==> config.mk <==
export PLATFORM = sky130hd
export DESIGN_NAME = mux4_scan_ctrl
export DESIGN_NICKNAME = d
export VERILOG_FILES = /design/src/rtl/mux4_scan_pkg.sv /design/src/rtl/mux4_next_ch.sv /design/src/rtl/mux4_scan_ctrl.sv
export SDC_FILE = /design/constraint.sdc
export NUM_CORES = 1
export LEC_CHECK = 0
export ABC_CLOCK_PERIOD_IN_PS = 2650
export CAP_MARGIN = 20
export CELL_PAD_IN_SITES_DETAIL_PLACEMENT = 1
export CELL_PAD_IN_SITES_GLOBAL_PLACEMENT = 2
export CORE_MARGIN = 3
export CORE_UTILIZATION = 30
export CTS_BUF_LIST = sky130_fd_sc_hd__clkbuf_8
export CTS_CLUSTER_DIAMETER = 200
export CTS_CLUSTER_SIZE = 30
export DETAILED_ROUTE_END_ITERATION = 12
export HOLD_SLACK_MARGIN = 0.1
export PLACE_DENSITY_LB_ADDON = 0.08
export SKIP_CTS_REPAIR_TIMING = 1
export SYNTH_ARGS = -nofsm -noshare
export SYNTH_HDL_FRONTEND = slang
export SYNTH_SLANG_ARGS = --single-unit
==> constraint.sdc <==
create_clock -name clk -period 2.65 [get_ports clk]
set_input_delay 0.53 -clock clk [delete_from_list [all_inputs] [get_ports clk]]
set_output_delay 0.53 -clock clk [all_outputs]
set_load 0.005 [all_outputs]
==> src/rtl/mux4_scan_pkg.sv <==
// Shared constants and state type for the 4:1 mux scan sequencer.
package mux4_scan_pkg;

  localparam logic ST_IDLE = 1'b0;
  localparam logic ST_SCAN = 1'b1;

  localparam int unsigned NUM_CH = 4;
  localparam int unsigned CH_W   = 2;

  typedef enum logic {
    StIdle = ST_IDLE,
    StScan = ST_SCAN
  } state_e;

endpackage

==> src/rtl/mux4_next_ch.sv <==
// Rotating-priority finder: first set mask bit strictly above cur, wrapping 3->0.
// With cur=3 it yields the lowest set bit. If only cur is set, next=cur and wrap=1.
module mux4_next_ch
  import mux4_scan_pkg::*;
(
  input  logic [CH_W-1:0]   cur,
  input  logic [NUM_CH-1:0] mask,
  output logic [CH_W-1:0]   next,
  output logic              wrap
);

  logic            found;
  logic [CH_W-1:0] idx;

  // Walk cur+1 .. cur+4 (mod 4) and keep the first enabled index.
  always_comb begin
    next  = cur;
    found = 1'b0;
    idx   = cur;
    for (int unsigned i = 1; i <= NUM_CH; i++) begin
      idx = cur + CH_W'(i);
      if (!found && mask[idx]) begin
        next  = idx;
        found = 1'b1;
      end
    end
    wrap = found && (next <= cur);
  end

endmodule

==> src/rtl/mux4_scan_ctrl.sv <==
// Drives mux4x1 select lines, cycling through enabled channels with a
// programmable dwell and flagging per-channel and per-scan completion.
module mux4_scan_ctrl
  import mux4_scan_pkg::*;
#(
  parameter int unsigned DWELL_W = 8
) (
  input  logic               clk,
  input  logic               rst,
  input  logic               en,
  input  logic [NUM_CH-1:0]  mask,
  input  logic [DWELL_W-1:0] dwell,
  output logic               sel1,
  output logic               sel0,
  output logic               valid,
  output logic               ch_done,
  output logic               scan_done
);

  state_e             state_q, state_d;
  logic [DWELL_W-1:0] cnt_q, cnt_d;
  logic [CH_W-1:0]    sel_q, sel_d;

  logic [CH_W-1:0]    find_cur;
  logic [CH_W-1:0]    nxt_ch;
  logic               nxt_wrap;
  logic               active;
  logic               last;

  assign active = en && (mask != '0);

  // On entry search from channel 3 so the finder returns the lowest set bit.
  always_comb begin
    find_cur = (state_q == StScan) ? sel_q : CH_W'(NUM_CH - 1);
  end

  mux4_next_ch u_next_ch (
    .cur  (find_cur),
    .mask (mask),
    .next (nxt_ch),
    .wrap (nxt_wrap)
  );

  // Status outputs; pulses are suppressed in a cycle that aborts the scan.
  always_comb begin
    valid     = (state_q == StScan);
    last      = valid && (cnt_q == '0) && active;
    ch_done   = last;
    scan_done = last && nxt_wrap;
    sel1      = sel_q[1];
    sel0      = sel_q[0];
  end

  // Next-state logic: entry, dwell countdown, channel advance and abort.
  always_comb begin
    state_d = state_q;
    cnt_d   = cnt_q;
    sel_d   = sel_q;
    unique case (state_q)
      StIdle: begin
        if (active) begin
          state_d = StScan;
          sel_d   = nxt_ch;
          cnt_d   = dwell;
        end
      end
      StScan: begin
        if (!active) begin
          state_d = StIdle;
          sel_d   = '0;
          cnt_d   = '0;
        end else if (cnt_q == '0) begin
          sel_d = nxt_ch;
          cnt_d = dwell;
        end else begin
          cnt_d = cnt_q - DWELL_W'(1);
        end
      end
      default: begin
        state_d = StIdle;
        sel_d   = '0;
        cnt_d   = '0;
      end
    endcase
  end

  // State, counter and select registers with asynchronous reset.
  always_ff @(posedge clk or posedge rst) begin
    if (rst) begin
      state_q <= StIdle;
      cnt_q   <= '0;
      sel_q   <= '0;
    end else begin
      state_q <= state_d;
      cnt_q   <= cnt_d;
      sel_q   <= sel_d;
    end
  end

endmodule

# Word level (Yosys, flattened, before mapping)
# Cells that the tools add are included.
[word_totals]
mem_bits_rw = 0
out_inout_bits = 5
elab_cells = 55
register_bits = 11
latch_bits = 0
mem_bits_ro = 0
in_bits = 15
n_memories = 0
[op_classes]
div_mod_pow = 0
muxes = 26
shifts = 0
n_bitwise = 1
add_sub_neg = 4
n_lt_le_gt_ge = 5
n_reduce_logical = 14
n_mul = 0
eq_ne = 2
[ops]
columns = ["operator", "n"]
rows = [
  ["$mux 8", 3],
  ["$mux 2", 8],
  ["$pmux 8 s2", 1],
  ["$lt 2x3->1 const B", 4],
  ["$mux 1", 9],
  ["$bmux 1 s2", 4],
  ["$logic_and 1x1->1", 8],
  ["$logic_not 8->1", 1],
  ["$sub 8x1->8 const B", 1],
  ["$add 2x2->2 const B", 2],
  ["$pmux 2 s2", 1],
  ["$reduce_bool 4->1", 1],
  ["$logic_not 1->1", 3],
  ["$ne 3x2->1 const B", 1],
  ["$add 2x1->2 const B", 1],
  ["$le 2x2->1", 1],
  ["$ne 2x2->1 const B", 1],
  ["$reduce_and 2->1", 1],
  ["$not 1->1", 1],
]

# Longest topological paths before layout
[logic_depth]
depth_word = 17
depth_mapped = 7
ltp_nobuf = 7

# By module
# A second synthesis with hierarchy kept.
[hier_totals]
hier_cells = 103
area_unflattened_um2 = 882.1
[by_module_without_submodules]
columns = ["module", "seq_area_each_um2", "n_inst", "area_per_inst_um2", "cells_per_inst"]
rows = [
  ["mux4_scan_ctrl", 275.3, 1, 752.0, 81],
  ["mux4_next_ch", 0.0, 1, 130.1, 22],
]

# Worst setup path before layout
# Ideal clock, no wire load.
[synth_timing]
path_kind = "register -> output"
start = "register state_q, in the netlist valid"
end = "output scan_done"
t_required_ps = 2120
arrival_ps = 1710
path_stages_with_launch = 8
n_path_buf = 1
slack_ps = 410
cell_sequence = "dfrtp_1 > buf_2 > nand2_1 > a311oi_1 > a21o_1 > ha_1 > a21boi_1 > o21a_1"
[synth_via]
elab_chain_len = 17
word_cells_on_any_way = 31
cone_classes = "3 x add/sub; 1 x order compare; 17 x mux; 10 x reduce/logical"
[synth_rtl]
columns = ["element", "line_no", "text"]
rows = [
  ["from (decl)", "mux4_scan_ctrl.sv:20", "state_e state_q, state_d;"],
  ["from (signal assigned)", "mux4_scan_ctrl.sv:90", "state_q <= StIdle;"],
  ["from (signal assigned)", "mux4_scan_ctrl.sv:94", "state_q <= state_d;"],
  ["$mux 2", "mux4_scan_ctrl.sv:34", "find_cur = (state_q == StScan) ? sel_q : CH_W'(NUM_CH - 1);"],
  ["$add 2x1->2", "mux4_next_ch.sv:21", "idx = cur + CH_W'(i);"],
  ["$bmux 1 s2", "mux4_next_ch.sv:22", "if (!found && mask[idx]) begin"],
  ["$mux 1 (implied by the code)", "mux4_next_ch.sv:22", ""],
  ["$mux 1", "mux4_next_ch.sv:22", ""],
  ["$logic_not 1->1", "mux4_next_ch.sv:22", ""],
  ["$logic_and 1x1->1", "mux4_next_ch.sv:22", ""],
  ["$mux 1", "mux4_next_ch.sv:22", ""],
  ["$logic_not 1->1", "mux4_next_ch.sv:22", ""],
  ["$logic_and 1x1->1", "mux4_next_ch.sv:22", ""],
  ["$mux 1", "mux4_next_ch.sv:22", ""],
  ["$logic_not 1->1", "mux4_next_ch.sv:22", ""],
  ["$logic_and 1x1->1", "mux4_next_ch.sv:22", ""],
  ["$mux 2", "mux4_next_ch.sv:22", ""],
  ["$le 2x2->1", "mux4_next_ch.sv:27", "wrap = found && (next <= cur);"],
  ["$logic_and 1x1->1", "mux4_next_ch.sv:27", ""],
  ["$logic_and 1x1->1 *", "mux4_scan_ctrl.sv:49", "scan_done = last && nxt_wrap;"],
  ["to (decl)", "mux4_scan_ctrl.sv:17", "output logic scan_done"],
]
# Every way passes the cells marked *; elsewhere a longest branch is shown, timed or not. The select of a mux whose other input is x is not followed.

# Final worst setup path
[layout_timing]
start = "input en"
end = "output ch_done"
[layout_via]
elab_chain_len = 2
[layout_rtl]
columns = ["element", "line_no", "text"]
rows = [
  ["from (decl)", "mux4_scan_ctrl.sv:10", "input logic en,"],
  ["$logic_and 1x1->1", "mux4_scan_ctrl.sv:30", "assign active = en && (mask != '0);"],
  ["net active", "mux4_scan_ctrl.sv:27", "logic active;"],
  ["$logic_and 1x1->1", "mux4_scan_ctrl.sv:47", "last = valid && (cnt_q == '0) && active;"],
  ["to (decl)", "mux4_scan_ctrl.sv:16", "output logic ch_done,"],
]
# The timed path passes the listed nets, and every way through them passes these cells.

==> summary.txt <==
Yosys
  • Post-synth cell types: 43
  • Top FF cell, synth: dfrtp_1
  • Synth Warn #: 0
  • Post-synth EDFFs: 0
  • Post-Syn Area: 967 µm²
  • Sequential fraction of the synthesis area: between 20% and 30%
  • Mapped Avg Cell Area: ~8 µm²
  • Seq cells post-synth: 11
  • Syn Inst Count: between 100 and 150
  • Ys async rst share: 100%
  • Syn Nets: between 100 and 150

Layout
  • Fin util: 48.6%
  • Antenna cells: 0
  • Layout cells sized above 1: roughly 27%
  • P&R area growth vs syn: 45.8%
  • Final #Nets: roughly 180

Worst setup path
  • Crit Reg-Reg Endpoint: cnt_q[3]
  • Worst setup startpoint: en
  • Reg2reg start: cnt_q[1]
  • Reg2reg setup slack: about 0.72 ns
  • CP arrival: between 2 and 2.5 ns
  • Crit path required time: about 2.1 ns
  • Worst Setup End Kind: primary output
  • Startpoint types: input pin
  • CP max FO: 2
  • Crit Path Category: in2out
  • R2R depth: 8

Floorplanning
  • Die H: about 63 µm
  • I/O pin total: 20
  • Die footprint: just under 4000 µm²
  • Rows: 19
  • CORE AREA: ~2900 µm²
  • Die width: roughly 63 µm
  • Initial Util: approximately 33%

GRT
  • Pin count of the biggest net entering global routing: 16
  • GR Overflow Total: 0
  • Vias in the first global route: between 1000 and 1500
  • First-pass GRT wire length: ~5.5 mm
  • Gr usage total: ~17%
  • Initial antenna violation count: 0

STA
  • Max_slew headroom: approximately 70%
  • Final Cycle Share: 96.5%
  • Hold Fails Final Rpt: 0
  • Fin Clk Skew: ~0.002 ns
  • Slew Limit Fails: 0
  • Setup_tns: 0 ns
  • Final setup vio count: 0
  • Min Tclk post-route: about 2.6 ns
  • PnR worst setup slack: approximately 0.09 ns
  • Unrepaired setup endpoints after global routing: false
  • Worst slew pin tran: 0.464 ns
  • Fmax: 391 MHz

Min path
  • HP Start: cnt_q[6]
  • Worst hold path depth: 2
  • Hold Path Sink: cnt_q[6]
  • HP Class: reg2reg

Place
  • Dpl ws: -0.451 ns
  • Dpl hpwl: approximately 2.5 mm
  • PortBufs: 19
  • Gp weighted congestion: 0.819

Routing
  • Via density: 5.29
  • Routed Antenna Nets: 0
  • Total wire length: around 3.2 mm
  • Final routed DRC violation total: 0
  • Iter 0 DRT Violations: 30
  • Via count: around 1100
  • First-pass iteration count of the detailed router: 4
  • Wirelength per Cell: about 16 µm

Clocking
  • CTS tree: done
  • TritonCTS Buffers: 3
  • CTS clk-pin slew, worst paths: about 0.050 ns
  • Clk_lat worst skew: 0.24 ns
  • CTS root buf: clkbuf_8
  • Clk sinks: 11
  • Clock buffer depth: 2
  • H-tree levels: 1

Outcome
  • Outcome: finished, final reports clean

Power
  • Leakage: 0.631 nW
  • Overall Power: between 800 and 900 µW
  • Peak VDD IR: between 0.3 and 0.4 mV
  • Pwr Density: 590 nW/µm²

Flow run
  • Max-cap violations: 0
==> layer usage <==
layer | part of all wire, % | global-route usage, % | wire [µm] | up-vias
met2 | 47 | 27.3 | 1520 | 17
met5 | 0 | 0 | 0 | -
met1 | 49 | 23.5 | 1580 | 510
li1 | - | - | - | 520
met4 | 0.62 | 3.31 | 20 | 0
met3 | 3.6 | 4.32 | 117 | 5
==> layout make-up <==
cell class / instances / area, µm²
Fill cell: 366 / 1490
Multi-Input combinational cell: 97 / 667
Timing Repair Buffer: 37 / 338
Sequential cell: 11 / 278
Tap cell: 42 / 52.6
Clock buffer: 3 / 41.3
Inverter: 8 / 30.0
Clock inverter: 1 / 3.75
==> layout by cell type (no fill, tap or decap), types with 2 or more instances in the layout <==
| cell type | netlist | routed |
|---|---|---|
| buf_4 | 0 | 18 |
| a21oi_1 | 18 | 17 |
| clkdlybuf4s50_1 | 0 | 14 |
| nor2_1 | 13 | 12 |
| dfrtp_1 | 11 | 9 |
| o21ai_0 | 8 | 8 |
| inv_1 | 6 | 7 |
| nor3_1 | 7 | 7 |
| nand2_1 | 6 | 6 |
| o21ai_1 | 6 | 6 |
| dlymetal6s2s_1 | 0 | 5 |
| ha_1 | 3 | 3 |
| clkbuf_8 | 0 | 3 |
| inv_2 | 2 | 2 |
| a31oi_1 | 2 | 2 |
| a22oi_1 | 2 | 2 |
| or3b_2 | 2 | 2 |
| nor3b_1 | 2 | 2 |
| dfrtp_2 | 0 | 2 |
==> registers in the layout (all words and copies together), names as in the netlist <==
register  count
cnt_q         8
sel_q         2
valid         1
==> cell usage after synthesis (2+ instances only) <==
cell type / n / area [µm²]
or3b_2: 2 / 17.5
dfrtp_1: 11 / 275
a22oi_1: 2 / 15.0
a31oi_1: 2 / 12.5
o21ai_1: 6 / 30.0
inv_1: 6 / 22.5
nor2_1: 13 / 48.8
a21oi_1: 18 / 90.1
ha_1: 3 / 37.5
nand2_1: 6 / 22.5
buf_2: 2 / 10.0
inv_2: 2 / 7.51
nor3_1: 7 / 35.0
nor3b_1: 2 / 15.0
o21ai_0: 8 / 40.0
==> how the worst max path moves through the flow <==
stage	endpoint	slack, ns	cells after the start
detailed placement	scan_done	-0.45	8
global route	ch_done	0.02	6
global placement	scan_done	-0.42	8
floorplan	scan_done	0.41	7
CTS	scan_done	-0.47	8
finish	ch_done	0.09	7
==> per-stage QoR <==
stage	std cells	hold WS, ns	cell area [µm²]
6_report	199	0.555	1410
5_1_grt	199	0.593	1410
4_1_cts	198	0.553	1370
3_5_place_dp	194	0.538	1330
3_3_place_gp	194	0.521	1330
2_1_floorplan	118	0.382	967
==> worst max-delay path, cell delays in order <==
cell and delay (ns):
clkdlybuf4s50_1 0.48, o41ai_1 0.07, buf_4 0.14, inv_2 0.05
nand2_1 0.08, nor2_2 0.16, clkdlybuf4s50_1 0.52
==> power by group <==
part           leakage (nW)  internal [mW]  switching, mW
sequential            0.138          0.199         0.0375
clock                0.0269          0.102         0.0694
combinational         0.466          0.199          0.225
total                 0.631          0.500          0.332
==> cells by family (layout without fill, tap and decap cells) <==
logic type	after synthesis	in the layout	synth area share, %
compound gates	51	51	36.5
fa+ha+maj	3	3	3.88
buf+inv	10	49	4.14
flops	11	11	28.5
mux	1	1	2.33
simple gates	42	42	24.7
(Power assumes the default switching activity.)
